[config.mk]
export PLATFORM = sky130hd
export DESIGN_NAME = pwm_duty_sequencer
export DESIGN_NICKNAME = d
export VERILOG_FILES = /design/src/rtl/pwm_duty_sequencer_pkg.sv /design/src/rtl/pwm_duty_sequencer_btn_edge.sv /design/src/rtl/pwm_duty_sequencer.sv
export SDC_FILE = /design/constraint.sdc
export NUM_CORES = 1
export LEC_CHECK = 0
export CAP_MARGIN = 20
export CELL_PAD_IN_SITES_DETAIL_PLACEMENT = 0
export CELL_PAD_IN_SITES_GLOBAL_PLACEMENT = 1
export CORE_AREA = 2 2 61 63
export CTS_BUF_LIST = sky130_fd_sc_hd__clkbuf_8
export CTS_CLUSTER_DIAMETER = 50
export DETAILED_ROUTE_END_ITERATION = 10
export DIE_AREA = 0 0 63 65
export PLACE_DENSITY = 0.77
export RECOVER_POWER = 100
export SLEW_MARGIN = 20
export SYNTH_ARGS = -nofsm -noshare
export SYNTH_HDL_FRONTEND = slang
export SYNTH_SLANG_ARGS = --single-unit
[constraint.sdc]
create_clock -name clock -period 2.2 [get_ports clock]
set_input_delay 0.33 -clock clock [delete_from_list [all_inputs] [get_ports clock]]
set_output_delay 0.33 -clock clock [all_outputs]
set_load 0.01 [all_outputs]
[src/rtl/pwm_duty_sequencer_pkg.sv]
// pwm_duty_sequencer_pkg: shared state encoding and default widths for the PWM duty sequencer
package pwm_duty_sequencer_pkg;
  localparam int DUTY_W_DEF = 4;
  localparam int DUTY_MAX_DEF = 10;
  typedef enum logic [1:0] {
    ST_OFF       = 2'd0,
    ST_RAMP_UP   = 2'd1,
    ST_RUN       = 2'd2,
    ST_RAMP_DOWN = 2'd3
  } state_t;
endpackage

[src/rtl/pwm_duty_sequencer_btn_edge.sv]
// pwm_btn_edge: 2-FF synchroniser plus registered rising-edge detect for a raw button
module pwm_btn_edge (
  input  logic clock,
  input  logic reset,
  input  logic btn_raw,
  output logic press_pulse
);
  logic [2:0] sh;
  always_ff @(posedge clock) begin
    if (reset) begin
      sh <= '0;
      press_pulse <= 1'b0;
    end else begin
      sh <= {sh[1:0], btn_raw};
      press_pulse <= sh[1] & ~sh[2];
    end
  end
endmodule

[src/rtl/pwm_duty_sequencer.sv]
// pwm_duty_sequencer: saturating target from buttons, soft-start/stop ramps, period-aligned duty updates
import pwm_duty_sequencer_pkg::*;

module pwm_duty_sequencer #(
  parameter int DUTY_W     = DUTY_W_DEF,
  parameter int DUTY_MAX   = DUTY_MAX_DEF,
  parameter int DUTY_RESET = 5,
  parameter int RAMP_DIV   = 4
) (
  input  logic              clock,
  input  logic              reset,
  input  logic              enable,
  input  logic              incr_duty,
  input  logic              decr_duty,
  input  logic              period_wrap,
  output logic [DUTY_W-1:0] duty_out,
  output logic              duty_load,
  output logic [DUTY_W-1:0] target_duty,
  output logic [1:0]        state,
  output logic              busy
);
  localparam int CNT_W = RAMP_DIV > 1 ? $clog2(RAMP_DIV) : 1;
  localparam logic [DUTY_W-1:0] MAX_V = DUTY_W'(DUTY_MAX);
  localparam logic [DUTY_W-1:0] RST_V = DUTY_W'(DUTY_RESET);
  localparam logic [CNT_W-1:0] LAST_CNT = CNT_W'(RAMP_DIV - 1);
  state_t st;
  logic [CNT_W-1:0] cnt;
  logic incr_p, decr_p, tick;
  pwm_btn_edge u_incr (.clock(clock), .reset(reset), .btn_raw(incr_duty), .press_pulse(incr_p));
  pwm_btn_edge u_decr (.clock(clock), .reset(reset), .btn_raw(decr_duty), .press_pulse(decr_p));
  assign tick  = period_wrap && cnt == LAST_CNT;
  assign busy  = st == ST_RAMP_UP || st == ST_RAMP_DOWN;
  assign state = st;
  always_ff @(posedge clock) begin
    if (reset)
      target_duty <= RST_V;
    else if (incr_p && !decr_p && target_duty < MAX_V)
      target_duty <= target_duty + 1'b1;
    else if (decr_p && !incr_p && target_duty != '0)
      target_duty <= target_duty - 1'b1;
  end
  // State changes take precedence over any duty step; cnt restarts on every transition.
  always_ff @(posedge clock) begin
    if (reset) begin
      st <= ST_OFF;
      duty_out <= '0;
      duty_load <= 1'b0;
      cnt <= '0;
    end else begin
      duty_load <= 1'b0;
      case (st)
        ST_OFF: if (enable) begin
          st <= ST_RAMP_UP;
          cnt <= '0;
        end
        ST_RAMP_UP: if (!enable) begin
          st <= ST_RAMP_DOWN;
          cnt <= '0;
        end else if (duty_out >= target_duty) begin
          st <= ST_RUN;
          cnt <= '0;
        end else if (period_wrap) begin
          cnt <= tick ? '0 : cnt + 1'b1;
          if (tick) begin
            duty_out <= duty_out + 1'b1;
            duty_load <= 1'b1;
          end
        end
        ST_RUN: if (!enable) begin
          st <= ST_RAMP_DOWN;
          cnt <= '0;
        end else if (period_wrap && duty_out != target_duty) begin
          duty_out <= target_duty;
          duty_load <= 1'b1;
        end
        ST_RAMP_DOWN: if (enable) begin
          st <= ST_RAMP_UP;
          cnt <= '0;
        end else if (duty_out == '0) begin
          st <= ST_OFF;
          cnt <= '0;
        end else if (period_wrap) begin
          cnt <= tick ? '0 : cnt + 1'b1;
          if (tick) begin
            duty_out <= duty_out - 1'b1;
            duty_load <= 1'b1;
          end
        end
      endcase
    end
  end
endmodule

Yosys cells after proc, flatten, opt, wreduce, memory -nomap -nowiden:

Index checks and enable logic that the tools add are counted.

* bits in registers: 21
* bits of input ports: 6

* $add $sub $neg: 5
* magnitude comparators: 2
* eq/ne operators: 19
* multiplexer cells: 38
* bitwise logic cells: 4
* reduce and logical (&&, ||, !) cells: 17

Operators with widths (count)
* 2-to-1 mux 4 bit: 12
* 2-to-1 mux 2 bit: 14
* inequality test 2 bit (second input constant): 12
* case mux 2 bit (4 select lines): 2
* case mux 4 bit (3 select lines): 1
* AND reduction 11 bit: 1
* adder 4 x 1 -> 4 bit (second input constant): 2
* 2-to-1 mux 1 bit: 8
* subtractor 4 x 1 -> 4 bit (second input constant): 2
* equality test 2 bit (second input constant): 3
* logical AND 1 bit: 6
* inequality test 3 x 2 -> 1 bit (second input constant): 2
* >= comparator 4 bit: 1
* logical NOT 4 bit: 1
* < comparator 4 bit (second input constant): 1
* inequality test 4 bit: 1
* AND reduction 4 bit: 1
* nonzero test 4 bit: 1
* case mux 1 bit (3 select lines): 1
* nonzero test 3 bit: 1
* adder 2 x 1 -> 2 bit (second input constant): 1
* bitwise AND 1 bit: 2
* equality test 2 x 1 -> 1 bit (second input constant): 1
* logical NOT 1 bit: 2
* other kinds (5): 6

Longest topological paths before layout:

Gate-level depths: netlist of the first run.

* word-level depth: 7
* mapped depth: 8

Modules after synthesis:

A second synthesis of the first run with hierarchy kept.

* cells, all modules: 138
* area total of the unflattened synthesis: 1307.5 um^2

By module, submodules not included
* pwm_duty_sequencer: times used 1, cells an instance 122, area an instance 1084.8 um^2, seq. area each 260.2 um^2
* pwm_btn_edge: times used 2, cells an instance 8, area an instance 111.4 um^2, seq. area each 80.1 um^2

Worst setup path before layout of the first run:

No wires, ideal clock.

* path type: reg2reg
* start: reg duty_out[0]
* end: reg duty_out[2]
* library setup time: 128 ps
* arrival: 1972 ps
* data required time: 2072 ps
* path slack: 101 ps
* stages on the path, launching flop included: 8
* path buffers: 0
* period minus slack after synthesis: 2099 ps
* path through: dfxtp_1 -> inv_1 -> ha_1 -> nand2b_1 -> a2111o_1 -> and3_4 -> a2111oi_2 -> nor3_1

* longest elaborated chain between the ends: 6
* elaborated cells between the ends (all ways): 19
* those cells by class: 2 x add/sub; 1 x order compare; 4 x eq/ne; 9 x mux; 3 x reduce/logical

RTL lines
* from (decl): RTL line pwm_duty_sequencer.sv:16 `output logic [DUTY_W-1:0] duty_out,`
* from (signal assigned): RTL line pwm_duty_sequencer.sv:65 `duty_out <= duty_out + 1'b1;`
* from (signal assigned): RTL line pwm_duty_sequencer.sv:73 `duty_out <= target_duty;`
* from (signal assigned): RTL line pwm_duty_sequencer.sv:85 `duty_out <= duty_out - 1'b1;`
* subtractor 4 x 1 -> 4 bit / adder 4 x 1 -> 4 bit (equally long branches): RTL line pwm_duty_sequencer.sv:85, pwm_duty_sequencer.sv:65
* 2-to-1 mux 4 bit (on tied branches): RTL line pwm_duty_sequencer.sv:84, pwm_duty_sequencer.sv:64
* 2-to-1 mux 4 bit (on tied branches): RTL line pwm_duty_sequencer.sv:82, pwm_duty_sequencer.sv:62
* 2-to-1 mux 4 bit (on tied branches): RTL line pwm_duty_sequencer.sv:79, pwm_duty_sequencer.sv:59
* 2-to-1 mux 4 bit (on tied branches): RTL line pwm_duty_sequencer.sv:76, pwm_duty_sequencer.sv:56
* case mux 4 bit (3 select lines): RTL line pwm_duty_sequencer.sv:51 `case (st)`

Parallel ways exist; a longest one is shown, timed or not. The select of a mux whose other input is x is not followed.
A chain may end at the register's enable or synchronous reset.

Worst setup path after layout of the first run:

* start: reg duty_out[0]
* end: reg cnt[0]

* longest elaborated chain between the ends: 4
* elaborated cells between the ends (all ways): 7
* those cells by class: 1 x order compare; 5 x mux; 1 x reduce/logical

RTL lines
* >= comparator 4 bit / logical NOT 4 bit (equally long branches): RTL line pwm_duty_sequencer.sv:59, pwm_duty_sequencer.sv:79
* 2-to-1 mux 2 bit (on tied branches): RTL line pwm_duty_sequencer.sv:59, pwm_duty_sequencer.sv:79
* 2-to-1 mux 2 bit (on tied branches): RTL line pwm_duty_sequencer.sv:56, pwm_duty_sequencer.sv:76
* case mux 2 bit (4 select lines) (*): RTL line pwm_duty_sequencer.sv:51
* to (signal assigned): RTL line pwm_duty_sequencer.sv:63 `cnt <= tick ? '0 : cnt + 1'b1;`
* to (signal assigned): RTL line pwm_duty_sequencer.sv:83 `cnt <= tick ? '0 : cnt + 1'b1;`
* to (decl): RTL line pwm_duty_sequencer.sv:27 `logic [CNT_W-1:0] cnt;`

Mark *: on every way between the ends. The rest lies on a longest branch, timed or not.

==> results of run 1 <==
[routing by layer]
layer / part of all wire / wire [um] / vias to the layer above / global-route usage
li1: - / - / 574 / -
met2: 0.48 / 1340 / 16 / 0.246
met3: 0.025 / 71 / 4 / 0.0208
met4: 0.013 / 37 / 0 / 0.0611
met5: 0 / 0 / - / 0
met1: 0.49 / 1360 / 524 / 0.195
[synth_stat cells]
library cell and number:
dfxtp_1 21, ha_1 14, o21ai_0 14, a21oi_1 12, inv_1 12, nor2b_1 10
nand2_1 6, nand2b_1 5, nand3_1 4, nor2_1 4, nor3_1 4, mux2i_1 3
nand4_1 3, xor2_1 3, a211oi_1 2, a21o_1 2, buf_6 2, fa_1 2
nand3b_1 2, nor4_1 2, o2111ai_1 2, xnor2_1 2, a2111o_1 1, a2111oi_2 1
a211o_2 1, a222oi_1 1, a31oi_1 1, and2_1 1, and3_4 1, and3b_1 1
and4b_1 1, dlygate4sd1_1 1, mux4_2 1, o41ai_1 1, or2_1 1, or3_1 1
[cells by family after synthesis]
family | Yosys count | share of synthesized area
buffers and inverters | 15 | 0.0581
muxes | 4 | 0.0400
xor gates and xnor gates | 5 | 0.0333
adders and majority gates | 16 | 0.164
and+or+nand+nor | 46 | 0.203
DFF | 21 | 0.320
AOI/OAI and AO/OA | 38 | 0.182
[sequential cells by signal, summed over array words and instances, names as in the netlist]
signal	flops
cnt	2
duty_out	4
state	2
u_decr.sh	3
target_duty	4
u_incr.sh	3
u_incr.press_pulse	1
u_decr.press_pulse	1
duty_load	1
[worst paths after layout]
check	start	endpoint	slack, ns
max reg2reg	duty_out[0]$_SDFFE_PP0P_	cnt[0]$_SDFFE_PP0P_	0.13
max	duty_out[0]$_SDFFE_PP0P_	cnt[0]$_SDFFE_PP0P_	0.13
min reg2reg	u_incr.sh[2]$_SDFF_PP0_	u_incr.press_pulse$_SDFF_PP0_	0.38
min	u_incr.sh[2]$_SDFF_PP0_	u_incr.press_pulse$_SDFF_PP0_	0.38
[final cells by class]
cell class / instances / area share
multi-input combinational: 109 / 0.508
sequential: 21 / 0.261
clock buffer: 3 / 0.0257
clock inverter: 1 / 0.00311
tap: 48 / 0.0374
inverter: 12 / 0.0280
timing repair buffer: 25 / 0.136
[stage by stage]
stage / hold slack, ns / worst slack [ns] / area, sq um / utilization
floorplan: 0.367 / 0.101 / 1310 / -
global placement: 0.377 / 0.194 / 1570 / 0.450
detailed placement: 0.378 / 0.153 / 1570 / 0.450
CTS: 0.389 / 0.122 / 1620 / 0.463
global route: 0.402 / 0.00507 / 1610 / 0.460
finish: 0.385 / 0.130 / 1610 / 0.460
[power groups by stage]
stage | Clock [mW] | Combinational, mW | Sequential (mW)
final | 0.254 | 0.782 | 0.479
after global routing | 0.280 | 0.878 | 0.488
after CTS | 0.260 | 0.800 | 0.481
after detailed placement | 0 | 0.791 | 0.490
after global placement | 0 | 0.783 | 0.488
after floorplan | 0 | 0.517 | 0.504
==> results.sh, run 1 <==
export IMPL_holdPathStages=1
export IMPL_report_final_slew_viol_count=0
export IMPL_fin_crit_ns=2.07
export IMPL_synth_area_sq_um=1310
export IMPL_dp_hpwl_um=2170
export IMPL_synth_top_cell_by_area="dfxtp_1"
export IMPL_crit_arrival_ns=2.26
export IMPL_fin_worst_skew_ns=0.00909
export IMPL_hold_buffers=0
export IMPL_yosysWarnings=0
export IMPL_ys_seq_elements=21
export IMPL_min_path_type="reg2reg"
export IMPL_final_cell_mix="dfxtp_1 (21), o21ai_0 (14), ha_1 (14)"
export IMPL_timing_fmax_ghz=0.483
export IMPL_fp_dieH_um=65
export IMPL_synth_nets=167
export IMPL_cpMaxStageDelayCell="a2111o_1"
export IMPL_setup_violations_final=0
export IMPL_hold_violations=0
export IMPL_status="complete, no violations"
export IMPL_port_buffers=17
export IMPL_drt_iter0_markers=41
export IMPL_critPathTopFamily="compound AO/OA/AOI/OAI gates"
export IMPL_cts_repair_resized=0
export IMPL_start_util=0.376
export IMPL_critPathRequiredTime_ns=2.39
export IMPL_wl_per_cell_um=12.8
export IMPL_slowest_delay_ns=0.44
export IMPL_period_share=0.941
export IMPL_root_buffer="clkbuf_8"
export IMPL_total_power_mw=1.52
export IMPL_dp_cells=215
export IMPL_layout_commonest_cell="dfxtp_1"
export IMPL_rsz0062_at_grt="false"
export IMPL_finalNonFillerCells=219
export IMPL_startpoint_type="flip-flop"
export IMPL_worst_pin_slew_ns=0.554
export IMPL_antenna_found_initial=0
export IMPL_htreeDepth=1
export IMPL_area_delta_synth_final_pct=22.4
export IMPL_path_cells="inv_1, ha_1, nand2b_1, a2111o_1, a21oi_1, clkbuf_1, o2111ai_1, a21oi_1"
export IMPL_p_clk_frac=0.168
export IMPL_num_nets_final=194
export IMPL_endpoint_kind="flip-flop"
export IMPL_drv_cap=0
export IMPL_via_per_inst=5.11
export IMPL_route_detailed_drc=0
export IMPL_antenna_left=0
export IMPL_cts_tree="built"
export IMPL_pwr_share_seq=0.316
export IMPL_die_w_um=63
export IMPL_grt_use_total=0.149
export IMPL_max_slew_margin=0.627
export IMPL_synthCells=145
export IMPL_crit_cells=8
export IMPL_power_internal_mw=0.902
export IMPL_ys_types=36
export IMPL_p_leak_nw=0.654
export IMPL_multi_input_area_sq_um=817
export IMPL_overflow=0
export IMPL_num_fill_cells=350
export IMPL_setup_tns_final_ns=0
export IMPL_rows=22
export IMPL_cp_max_fo=6
export IMPL_path_class="reg2reg"
export IMPL_crit_top_cell="a21oi_1"
export IMPL_diodes=0
export IMPL_peakVddDrop_mv=0.553
export IMPL_dieArea_sq_um=4100
export IMPL_syn_area_per_cell_sq_um=9.06
export IMPL_vias=1118
export IMPL_clk_latency_ns=0.26
export IMPL_ioPinCount=18
export IMPL_powerDensity_nw_per_um2=942
export IMPL_grt_pass1_wl_um=4900
export IMPL_cts_setup_buffers=0
export IMPL_coreArea_sq_um=3500
export IMPL_finalWirelength_um=2810
export IMPL_yosysTopAreaCellShare=0.320
export IMPL_netSwitchingPower_mw=0.613
export IMPL_seq_area_sq_um=420
export IMPL_first_pass_iters=4
export IMPL_path_clk_slew_ns=0.08
export IMPL_first_global_vias=1123
export IMPL_swShare=0.405
export IMPL_cp_buffers_inverters=2
export IMPL_ys_seq_area_frac=0.320
export IMPL_place_gp_congestion=0.855
export IMPL_synthTopCellsByArea="dfxtp_1 (32%), ha_1 (13%), o21ai_0 (5.3%)"
export IMPL_clock_path_buffers=2
export IMPL_p_comb_frac=0.516
export IMPL_reg2regPathDepth=8
export IMPL_cts_sinks=21
export IMPL_cts_made_buffers=3
export IMPL_grt_start_max_net_pins=14
export IMPL_drive_above_1_share=0.0760
(Power assumes the default switching activity.)
==> inputs of run 2 (changes only) <==
--- a/config.mk
+++ b/config.mk
@@ -5,6 +5,7 @@
 export SDC_FILE = /design/constraint.sdc
 export NUM_CORES = 1
 export LEC_CHECK = 0
+export ABC_CLOCK_PERIOD_IN_PS = 2200
 export CAP_MARGIN = 20
 export CELL_PAD_IN_SITES_DETAIL_PLACEMENT = 0
 export CELL_PAD_IN_SITES_GLOBAL_PLACEMENT = 1
==> constraint.sdc (replaced) <==
create_clock -name clock -period 2.2 [get_ports clock]
set_input_delay 0.22 -clock clock [delete_from_list [all_inputs] [get_ports clock]]
set_output_delay 0.22 -clock clock [all_outputs]
set_load 0.01 [all_outputs]
==> run 2 against run 1 <==
  * Final area increased by 0.31%
  * Critical path depth decreased by 4
  * Sequential cell count unchanged
  * Die area unchanged
  * Hold slack about the same
  * Sequential share of layout area decreased by 0.081 points
  * Final cell count unchanged
  * First-iteration DRC count increased by 15%
  * Fmax increased by 0.15%
  * Critical endpoint is now busy
==> results.sh, run 2 (synthesis results as in run 1) <==
export IMPL_status="complete, no violations"
export IMPL_fin_crit_ns=2.07
export IMPL_root_buffer="clkbuf_8"
export IMPL_final_util=0.461
export IMPL_clock_path_buffers=2
export IMPL_die_w_um=63
export IMPL_dieArea_sq_um=4100
export IMPL_place_gp_congestion=0.854
export IMPL_num_fill_cells=348
export IMPL_met1_usage=0.192
export IMPL_wl_per_cell_um=13.0
export IMPL_grt_pass1_wl_um=4960
export IMPL_hp_start="u_incr.sh[2]$_SDFF_PP0_"
export IMPL_p_leak_nw=0.665
export IMPL_design_area_sq_um=1610
export IMPL_overflow=0
export IMPL_met3_usage=0.0260
export IMPL_critPathRequiredTime_ns=1.98
export IMPL_finalWirelength_um=2840
export IMPL_coreArea_sq_um=3500
export IMPL_report_final_slew_viol_count=0
export IMPL_drive_above_1_share=0.0877
export IMPL_route_detailed_drc=0
export IMPL_reg_top3="duty_out x4, target_duty x4"
export IMPL_ioPinCount=18
export IMPL_htreeDepth=1
export IMPL_hold_violations=0
export IMPL_rsz0062_at_grt="false"
export IMPL_r2r_start="duty_out[0]$_SDFFE_PP0P_"
export IMPL_port_buffers=17
export IMPL_dp_hpwl_um=2230
export IMPL_drt_iter0_markers=47
export IMPL_diodes=0
export IMPL_period_share=0.939
export IMPL_path_clk_slew_ns=0.07
export IMPL_layout_commonest_cell="dfxtp_1"
export IMPL_cts_made_buffers=3
export IMPL_setup_slack_ns=0.133
export IMPL_antenna_found_initial=0
export IMPL_num_nets_final=194
export IMPL_setup_tns_final_ns=0
export IMPL_grt_use_total=0.151
export IMPL_drv_cap=0
export IMPL_cp_startpoint="state[1]$_SDFFE_PP0P_"
export IMPL_min_path_type="reg2reg"
export IMPL_via_per_inst=5.18
export IMPL_endpoint_kind="output port"
export IMPL_fp_dieH_um=65
export IMPL_powerDensity_nw_per_um2=934
export IMPL_dpl_cell_area_sq_um=1570
export IMPL_cts_repair_resized=0
export IMPL_first_global_vias=1117
export IMPL_first_pass_iters=5
export IMPL_vias=1135
export IMPL_crit_arrival_ns=1.85
export IMPL_cp_max_fo=6
export IMPL_finalNonFillerCells=219
export IMPL_final_cell_mix="dfxtp_1 (21), o21ai_0 (14), ha_1 (14)"
export IMPL_cts_sinks=21
export IMPL_max_slew_margin=0.652
export IMPL_setup_violations_final=0
export IMPL_startpoint_type="flip-flop"
export IMPL_dp_cells=215
export IMPL_busiest_layer="met2"
export IMPL_antenna_left=0
export IMPL_dp_slack_ns=0.149
export IMPL_timing_fmax_ghz=0.484
export IMPL_fin_worst_skew_ns=0.00748
export IMPL_area_delta_synth_final_pct=22.8
export IMPL_cts_tree="built"
export IMPL_peakVddDrop_mv=0.519
export IMPL_path_class="reg2out"
export IMPL_worst_pin_slew_ns=0.517
export IMPL_clk_latency_ns=0.26
export IMPL_rows=22
export IMPL_use_met2=0.247
export IMPL_grt_start_max_net_pins=14
export IMPL_start_util=0.376
-- run 2: changes by cell type in the layout (fill, tap and decap cells not counted) --
cell             delta
clkbuf_1            -2
buf_4               +1
dlygate4sd3_1       +2
clkdlybuf4s50_1     -2
clkbuf_2            +1
-- run 2: critical path: stages (launching register included) --
cell           delay (ns)
dfxtp_1              0.37
inv_1                0.10
ha_1                 0.27
or2_0                0.24
dlygate4sd3_1        0.61
-- run 2: worst paths after layout --
check	end	slack (ns)	depth (start not counted)
worst max-delay path	busy	0.13	4
worst min-delay path	u_incr.press_pulse$_SDFF_PP0_	0.38	1
worst max register to register	duty_out[2]$_SDFFE_PP0P_	0.19	7
worst min register to register	u_incr.press_pulse$_SDFF_PP0_	0.38	1
-- run 2: metrics by stage --
stage	hold WS [ns]	power, mW
2_1_floorplan	0.299	1.02
3_3_place_gp	0.376	1.26
3_5_place_dp	0.378	1.28
4_1_cts	0.389	1.54
5_1_grt	0.397	1.64
6_report	0.385	1.51
-- run 2: final cells by class --
type / instances / area [sq um] / area share
clock inverters: 1 / 5.00 / 0.00310
multi-input cells: 109 / 817 / 0.507
clock buffers: 3 / 41.3 / 0.0256
flip-flops and latches: 21 / 420 / 0.261
repair buffers: 25 / 224 / 0.139
inverters: 12 / 45.0 / 0.0279
well taps: 48 / 60.1 / 0.0372
-- run 2: power breakdown --
group          leakage [nW]  switching (mW)  internal (mW)
combinational         0.468           0.436          0.337
sequential            0.171          0.0484          0.430
clock                0.0255           0.130          0.126
total                 0.665           0.614          0.893
-- run 2: what timing repair did --
item | CTS | global route
endpoints found under the setup margin | 0 | 1
hold buffers | 0 | 0
setup buffers | 0 | 0
-- run 2: routing by layer --
layer | wire (um) | vias to the layer above
li1 | - | 574
met1 | 1300 | 514
met2 | 1300 | 41
met3 | 174 | 6
met4 | 57 | 0
met5 | 0 | -
